[src/rtl/wb_load_store_unit.sv]
// Wishbone pipelined initiator for RV32I loads/stores: one outstanding access,
// byte-lane steering, load extension, misalignment and timeout errors.
module wb_load_store_unit #(
    parameter int unsigned XLEN    = 32,
    parameter int unsigned TIMEOUT = 255
) (
    input  logic            i_clk,
    input  logic            i_reset,
    input  logic            i_req_valid,
    output logic            o_req_ready,
    input  logic            i_req_we,
    input  logic [2:0]      i_req_funct3,
    input  logic [XLEN-1:0] i_req_addr,
    input  logic [XLEN-1:0] i_req_wdata,
    output logic            o_resp_valid,
    output logic [XLEN-1:0] o_resp_rdata,
    output logic            o_resp_err,
    output logic            o_wb_stb,
    output logic            o_wb_we,
    output logic [XLEN-1:0] o_wb_addr,
    output logic [XLEN-1:0] o_wb_data,
    output logic [3:0]      o_wb_sel,
    input  logic [XLEN-1:0] i_wb_data,
    input  logic            i_wb_stall,
    input  logic            i_wb_ack
);

    localparam int unsigned CW = $clog2(TIMEOUT + 1);

    typedef enum logic [1:0] {IDLE, REQ, WAIT, RESP} state_t;

    state_t          state, state_d;
    logic [CW-1:0]   cnt;
    logic [2:0]      f3_q;
    logic [1:0]      off_q;
    logic            we_q;
    logic            accept;
    logic            illegal;
    logic            timed_out;
    logic [3:0]      sel_d;
    logic [XLEN-1:0] wdat_d;
    logic [XLEN-1:0] load_data;
    logic [7:0]      lane_b;
    logic [15:0]     lane_h;

    assign o_req_ready  = (state == IDLE) && !i_reset;
    assign o_resp_valid = (state == RESP);
    assign accept       = i_req_valid && o_req_ready;
    // cnt holds the number of REQ/WAIT cycles already completed
    assign timed_out    = (cnt == CW'(TIMEOUT - 1));

    always_comb begin
        illegal = 1'b0;
        case (i_req_funct3)
            3'b011, 3'b110, 3'b111: illegal = 1'b1;
            default: ;
        endcase
        if (i_req_we && i_req_funct3[2])
            illegal = 1'b1;
        if (i_req_funct3[1:0] == 2'b01 && i_req_addr[0])
            illegal = 1'b1;
        if (i_req_funct3[1:0] == 2'b10 && i_req_addr[1:0] != 2'b00)
            illegal = 1'b1;

        case (i_req_funct3[1:0])
            2'b00: begin
                sel_d  = 4'b0001 << i_req_addr[1:0];
                wdat_d = {4{i_req_wdata[7:0]}};
            end
            2'b01: begin
                sel_d  = i_req_addr[1] ? 4'b1100 : 4'b0011;
                wdat_d = {2{i_req_wdata[15:0]}};
            end
            default: begin
                sel_d  = 4'b1111;
                wdat_d = i_req_wdata;
            end
        endcase
    end

    always_comb begin
        lane_b = i_wb_data[{off_q, 3'b000} +: 8];
        lane_h = off_q[1] ? i_wb_data[31:16] : i_wb_data[15:0];
        case (f3_q[1:0])
            2'b00:   load_data = {{(XLEN-8){lane_b[7] & !f3_q[2]}}, lane_b};
            2'b01:   load_data = {{(XLEN-16){lane_h[15] & !f3_q[2]}}, lane_h};
            default: load_data = i_wb_data;
        endcase
        if (we_q)
            load_data = '0;
    end

    always_comb begin
        state_d = state;
        case (state)
            IDLE: if (accept) state_d = illegal ? RESP : REQ;
            // timeout wins over a late stall release so the counter cannot run past its limit
            REQ: begin
                if (timed_out)        state_d = RESP;
                else if (!i_wb_stall) state_d = WAIT;
            end
            WAIT: if (i_wb_ack || timed_out) state_d = RESP;
            RESP: state_d = IDLE;
            default: state_d = IDLE;
        endcase
    end

    always_ff @(posedge i_clk or posedge i_reset) begin
        if (i_reset) begin
            state        <= IDLE;
            cnt          <= '0;
            f3_q         <= '0;
            off_q        <= '0;
            we_q         <= 1'b0;
            o_resp_rdata <= '0;
            o_resp_err   <= 1'b0;
            o_wb_stb     <= 1'b0;
            o_wb_we      <= 1'b0;
            o_wb_addr    <= '0;
            o_wb_data    <= '0;
            o_wb_sel     <= '0;
        end else begin
            state <= state_d;
            case (state)
                IDLE: begin
                    if (accept) begin
                        f3_q  <= i_req_funct3;
                        off_q <= i_req_addr[1:0];
                        we_q  <= i_req_we;
                        cnt   <= '0;
                        if (illegal) begin
                            o_resp_err   <= 1'b1;
                            o_resp_rdata <= '0;
                        end else begin
                            o_wb_stb  <= 1'b1;
                            o_wb_we   <= i_req_we;
                            o_wb_addr <= {i_req_addr[XLEN-1:2], 2'b00};
                            o_wb_sel  <= sel_d;
                            o_wb_data <= wdat_d;
                        end
                    end
                end
                REQ: begin
                    cnt <= cnt + CW'(1);
                    if (timed_out || !i_wb_stall)
                        o_wb_stb <= 1'b0;
                    if (timed_out) begin
                        o_resp_err   <= 1'b1;
                        o_resp_rdata <= '0;
                    end
                end
                WAIT: begin
                    cnt <= cnt + CW'(1);
                    if (i_wb_ack) begin
                        o_resp_err   <= 1'b0;
                        o_resp_rdata <= load_data;
                    end else if (timed_out) begin
                        o_resp_err   <= 1'b1;
                        o_resp_rdata <= '0;
                    end
                end
                RESP: begin
                    o_resp_err   <= 1'b0;
                    o_resp_rdata <= '0;
                end
                default: ;
            endcase
        end
    end

endmodule

[config.mk]
export PLATFORM = sky130hd
export DESIGN_NAME = wb_load_store_unit
export DESIGN_NICKNAME = d
export VERILOG_FILES = /design/src/rtl/wb_load_store_unit.sv
export SDC_FILE = /design/constraint.sdc
export NUM_CORES = 1
export LEC_CHECK = 0
export BUFFER_PORTS_ARGS = -buffer_cell sky130_fd_sc_hd__buf_2
export CAP_MARGIN = 25
export CORE_UTILIZATION = 50
export CTS_BUF_LIST = sky130_fd_sc_hd__clkbuf_16
export DETAILED_ROUTE_END_ITERATION = 8
export GPL_ROUTABILITY_DRIVEN = 1
export GPL_TIMING_DRIVEN = 0
export PLACE_DENSITY = 0.87
export SYNTH_ARGS = -nofsm -noshare
export SYNTH_HDL_FRONTEND = slang
export SYNTH_SLANG_ARGS = --single-unit
[constraint.sdc]
create_clock -name i_clk -period 5.5 [get_ports i_clk]
set_clock_uncertainty 0.15 [all_clocks]
set_input_delay 0.275 -clock i_clk [delete_from_list [all_inputs] [get_ports i_clk]]
set_output_delay 0.275 -clock i_clk [all_outputs]
set_load 0.1 [all_outputs]
; Word-level counts from Yosys, hierarchy flattened
; Cells that the tools add are included.
; W data, S select, Z words.
[totals]
ff_bits = 117
input_bits = 105
wordCells = 90
[op_classes]
n_addsub = 1
eq_ne = 16
n_shift = 2
n_mux = 32
bitwise_logic = 3
reduce_logical = 24
[op_table]
columns = cell, n
row1 = $mux W32, 5
row2 = $pmux W32 S2, 2
row3 = $pmux W32 S4, 1
row4 = $shiftx A32 B6 Y8, 1
row5 = $mux W16, 1
row6 = $pmux W8 S2, 1
row7 = $mux W1, 11
row8 = $mux W2, 5
row9 = $ne A2 B2 Y1 const B, 5
row10 = $add A8 B1 Y8 const B, 1
row11 = $eq A8 B8 Y1 const B, 1
row12 = $mux W8, 1
row13 = $pmux W2 S4, 1
row14 = $pmux W4 S2, 1
row15 = $eq A2 B1 Y1 const B, 3
row16 = $eq A2 B2 Y1 const B, 3
row17 = $eq A3 B3 Y1 const B, 2
row18 = $logic_not A2 Y1, 3
row19 = $reduce_and A2 Y1, 3
row20 = $reduce_and A3 Y1, 2
row21 = $reduce_bool A2 Y1, 3
row22 = $logic_and A1 B1 Y1, 5
row23 = $mux W4, 1
row24 = $pmux W1 S4, 1
row25 = 11 further kinds, 15

; Depth between registers and ports, before layout
[depth]
ltp_word = 9
depth_mapped = 10
ltp_nobuf = 7

; Worst setup path after synthesis
; No wires, ideal clock.
[synth_path]
kind = reg-to-reg
startpoint = register state[0]
endpoint = register cnt[6]
arrival_time_ns = 2.588
required_ns = 5.273
slack_ns = 2.684
stages_incl_launch_ff = 10
path_buffers = 2
period_less_slack_ns = 2.816
path_cell_list = dfrtp_1 -> inv_1 -> ha_1 -> buf_6 -> and2b_1 -> and2_4 -> buf_6 -> o2111ai_2 -> or3_1 -> a21oi_1
[synth_via]
elab_chain_len = 5
elab_cells_between_ends = 10
[synth_rtl]
columns = element, line
row1 = start: declaration, 32  ; state_t state, state_d;
row2 = start signal: assignment, 123  ; state <= state_d;
row3 = $logic_not A2 Y1, 46  ; assign o_req_ready = (state == IDLE) && !i_reset;
row4 = $logic_and A1 B1 Y1, 46
row5 = net o_req_ready, 10  ; output logic o_req_ready,
row6 = $logic_and A1 B1 Y1, 48  ; assign accept = i_req_valid && o_req_ready;
row7 = $ne A2 B2 Y1 (no source line), --
row8 = $reduce_and A2 Y1 (no source line), --
row9 = end signal: assignment, 144  ; cnt <= cnt + CW'(1);
row10 = end signal: assignment, 153  ; cnt <= cnt + CW'(1);
row11 = end: declaration, 33  ; logic [CW-1:0] cnt;
; The timed path passes the listed nets, and every way through them passes these cells.
; A chain may end at the register's enable or synchronous reset.

; Final worst setup path
[layout_path]
startpoint = register state[0]
endpoint = register o_wb_data[28]
[layout_via]
elab_chain_len = 4
[layout_rtl]
columns = element, line
row1 = $logic_not A2 Y1 *, "46, 124"
row2 = $logic_and A1 B1 Y1, 46
row3 = $logic_and A1 B1 Y1, 48
row4 = $reduce_and A3 Y1 (no source line) *, --
row5 = end signal: assignment, 139  ; o_wb_data <= wdat_d;
row6 = end: declaration, 21  ; output logic [XLEN-1:0] o_wb_data,
; Every way passes the cells marked *; elsewhere a longest branch is shown, timed or not.

==> summary.md <==
| Metric | Value |
|---|---|
| Reg2Reg Launch Point | `state[0]` |
| Period utilisation layout | `approximately 44%` |
| Post-synth top area share | `between 50% and 60%` |
| Commonest cells in the netlist | `dfrtp_1 (117), nand2_1 (67), o21ai_1 (44)` |
| Drt pass-1 iters | `5` |
| Largest net degree at the start of global routing | `73` |
| CTS tree | `built` |
| CP Class | `reg2reg` |
| Unrepaired setup endpoints after global routing | `no` |
| Reg clk slew, reported paths | `approximately 60 ps` |
| CP max-delay cell | `dfrtp_1` |
| Nets@finish | `878` |
| Top FF cell, synth | `dfrtp_1` |
| Die height | `~110 um` |
| Initial Util | `between 50% and 60%` |
| Placed Area | `just under 7000 um2` |
| Layout cells sized above 1 | `between 30 and 40%` |
| Min-delay worst type | `in2reg` |
| Post-Syn Area | `5530 um2` |
| FP Rows | `38` |
| Routed vias | `between 5000 and 6000` |
| DRC | `0` |
| Final Max Tran Viols | `0` |
| Hold depth | `3` |
| CTS Buf Count | `17` |
| Routed WL | `16600 um` |
| Port bufs | `between 200 and 250` |
| Sink Count | `approximately 120` |
| Die width | `107 um` |
| EDFF count, synth | `0` |
| Final ANT Viol Nets | `0` |
| Initial antenna violation count | `0` |
| GR Overflow Total | `0` |
| Post-synthesis sequential area ratio | `a little over half` |
| GPL Wtd Cong | `a little over 0.9` |
| Final hold violation count | `0` |
| FF-to-FF path depth | `10` |
| I/O Pins | `210` |
| Clk_lat worst skew | `around 400 ps` |
| Max_slew headroom | `roughly 36%` |
| Layout area overhead | `41.0%` |
| Cell chain of the critical path | `inv_1 > ha_1 > buf_6 > and2b_1 > and2_4 > o21ai_2 > buf_2 > buf_2 > nand2_1 > o21ai_1` |
| Worst-Margin Slew | `~950 ps` |
| Clock tree buffer depth | `2` |
| Yosys cell types | `52` |
| Die Area | `11500 um2` |
| Core Region | `around 11000 um2` |
| First-pass GRT wire length | `26200 um` |
| WHS Endpoint | `off_q[0]` |
| 1st-iter DRT viols | `about 350` |
| Wirelength per Cell | `between 15 and 20 um` |
| Post_cts resized | `0` |
| Fmax | `just over 0.4 GHz` |
| CP max FO | `10` |
| WP data required | `between 5000 and 6000 ps` |
| Post-DP HPWL | `roughly 12000 um` |
| GRT Total Usage | `between 30% and 40%` |
| Clock period minus worst slack | `2450 ps` |
| Count leader, synth | `dfrtp_1` |
| Reg-to-Reg End | `o_wb_data[28]` |
| Crit-path most repeated cell | `buf_2` |
| Hold Startpoint | `i_req_addr[0]` |
| Fin cells | `920` |
| Flop2flop setup slack | `3050 ps` |
| Via/cell ratio | `approximately 5.6` |
| Area leader, netlist | `dfrtp_1` |
| Startpoint Class | `register` |
| Setup violations, final | `0` |
| MaxCap Viol Count | `0` |
| Worst setup startpoint | `state[0]` |
| Critical Path Max Stage Delay | `~380 ps` |
| TNS Setup | `0 ps` |
| Number of global-route vias before repair | `~5300` |
| Status | `finished clean` |
| Worst Setup End Kind | `register` |
| Syn avg cell area | `between 10 and 15 um2` |
| Root Buffer | `clkbuf_16` |
| Post-Layout Inst Area | `approximately 7800 um2` |
| Dpl cells | `roughly 840` |
| Synth warn | `0` |
| ANT cells | `0` |
| Top cells by area, synth | `dfrtp_1 (53%), mux2_1 (6.7%), mux2i_1 (4.9%), nand2_1 (4.5%), o21ai_1 (4.0%)` |
| Max H-tree Level | `4` |
| Cell count after synthesis | `about 490` |
| Synth async-reset ratio | `100%` |
| Arr. time, crit path | `between 2000 and 3000 ps` |
| Yosys reg bits | `~120` |
| Final core utilization | `about 72%` |
| # Post-CTS Setup Buffers | `0` |
[placed cells by master, fill, tap and decap left out, types with 17 or more instances in the layout]
cell and n:
clkbuf_16 17, nor2_1 18, dlygate4sd3_1 47, dfrtp_1 117
a21oi_1 20, buf_2 220, mux2i_1 27, nand2b_1 18
o21ai_1 44, mux2_1 33, a22o_1 24, nand2_1 67
[worst max-delay path by stage]
stage / end / depth (start not counted)
detailed placement: o_wb_data[29] / 10
floorplan: cnt[0] / 1
finish: o_wb_data[28] / 10
global route: o_wb_data[28] / 10
global placement: o_wb_addr[12] / 2
CTS: o_wb_data[23] / 10
[critical path, delay by kind of cell, from the launching register on]
kind	cells	cell delay, ps
buffers and inverters	4	880
adder cells (fa/ha/maj)	1	260
flip-flops	1	380
AND/OR/NAND/NOR	3	420
AO/OA/AOI/OAI	2	260
[sequential cells by signal, summed over array words and instances (netlist names)]
signal	flops
o_resp_rdata	32
o_wb_data	32
o_wb_addr	30
cnt	8
o_wb_sel	4
f3_q	3
off_q	2
state	2
o_resp_err	1
o_wb_stb	1
o_wb_we	1
we_q	1
[cells by family (layout without fill, tap and decap cells)]
group | Yosys count | in the layout | synth area share [%]
other | 1 | 2 | 0.0678
AOI/OAI and AO/OA | 129 | 129 | 16.3
buffers and inverters | 40 | 326 | 3.57
DFF | 117 | 117 | 52.9
muxes | 73 | 73 | 14.3
xor gates and xnor gates | 2 | 2 | 0.317
and+or+nand+nor | 125 | 125 | 11.1
adders and majority gates | 6 | 6 | 1.36
[metal layers]
metal	track usage [%]	vias up	wire, um
met4	16.2	0	641
li1	-	2311	-
met3	7.66	55	1320
met2	52.8	292	8470
met5	0	-	0
met1	33.4	2448	6160
[per-stage QoR]
step / hold WS [ps] / setup slack (ps)
after floorplan: 230 / 1970
after global placement: 313 / 837
after detailed placement: 258 / 3050
after CTS: 1.81 / 3060
after global routing: 5.93 / 2890
final: 12.9 / 3050
[what timing repair did]
item,in CTS,in global routing
hold buffers,47,0
hold endpoints to repair,91,0
endpoints found under the setup margin,0,0
[final cells by class]
type | instances | area (um2)
Fill cell | 717 | 3000
Inverter | 8 | 32.5
Sequential cell | 117 | 2930
Tap cell | 140 | 175
Buffer | 32 | 168
Timing Repair Buffer | 254 | 1530
Clock inverter | 15 | 129
Clock buffer | 17 | 425
Multi-Input combinational cell | 337 | 2410
Power is not shown: default switching activity piles up to over one toggle a cycle in this logic, so the estimate is an artifact.
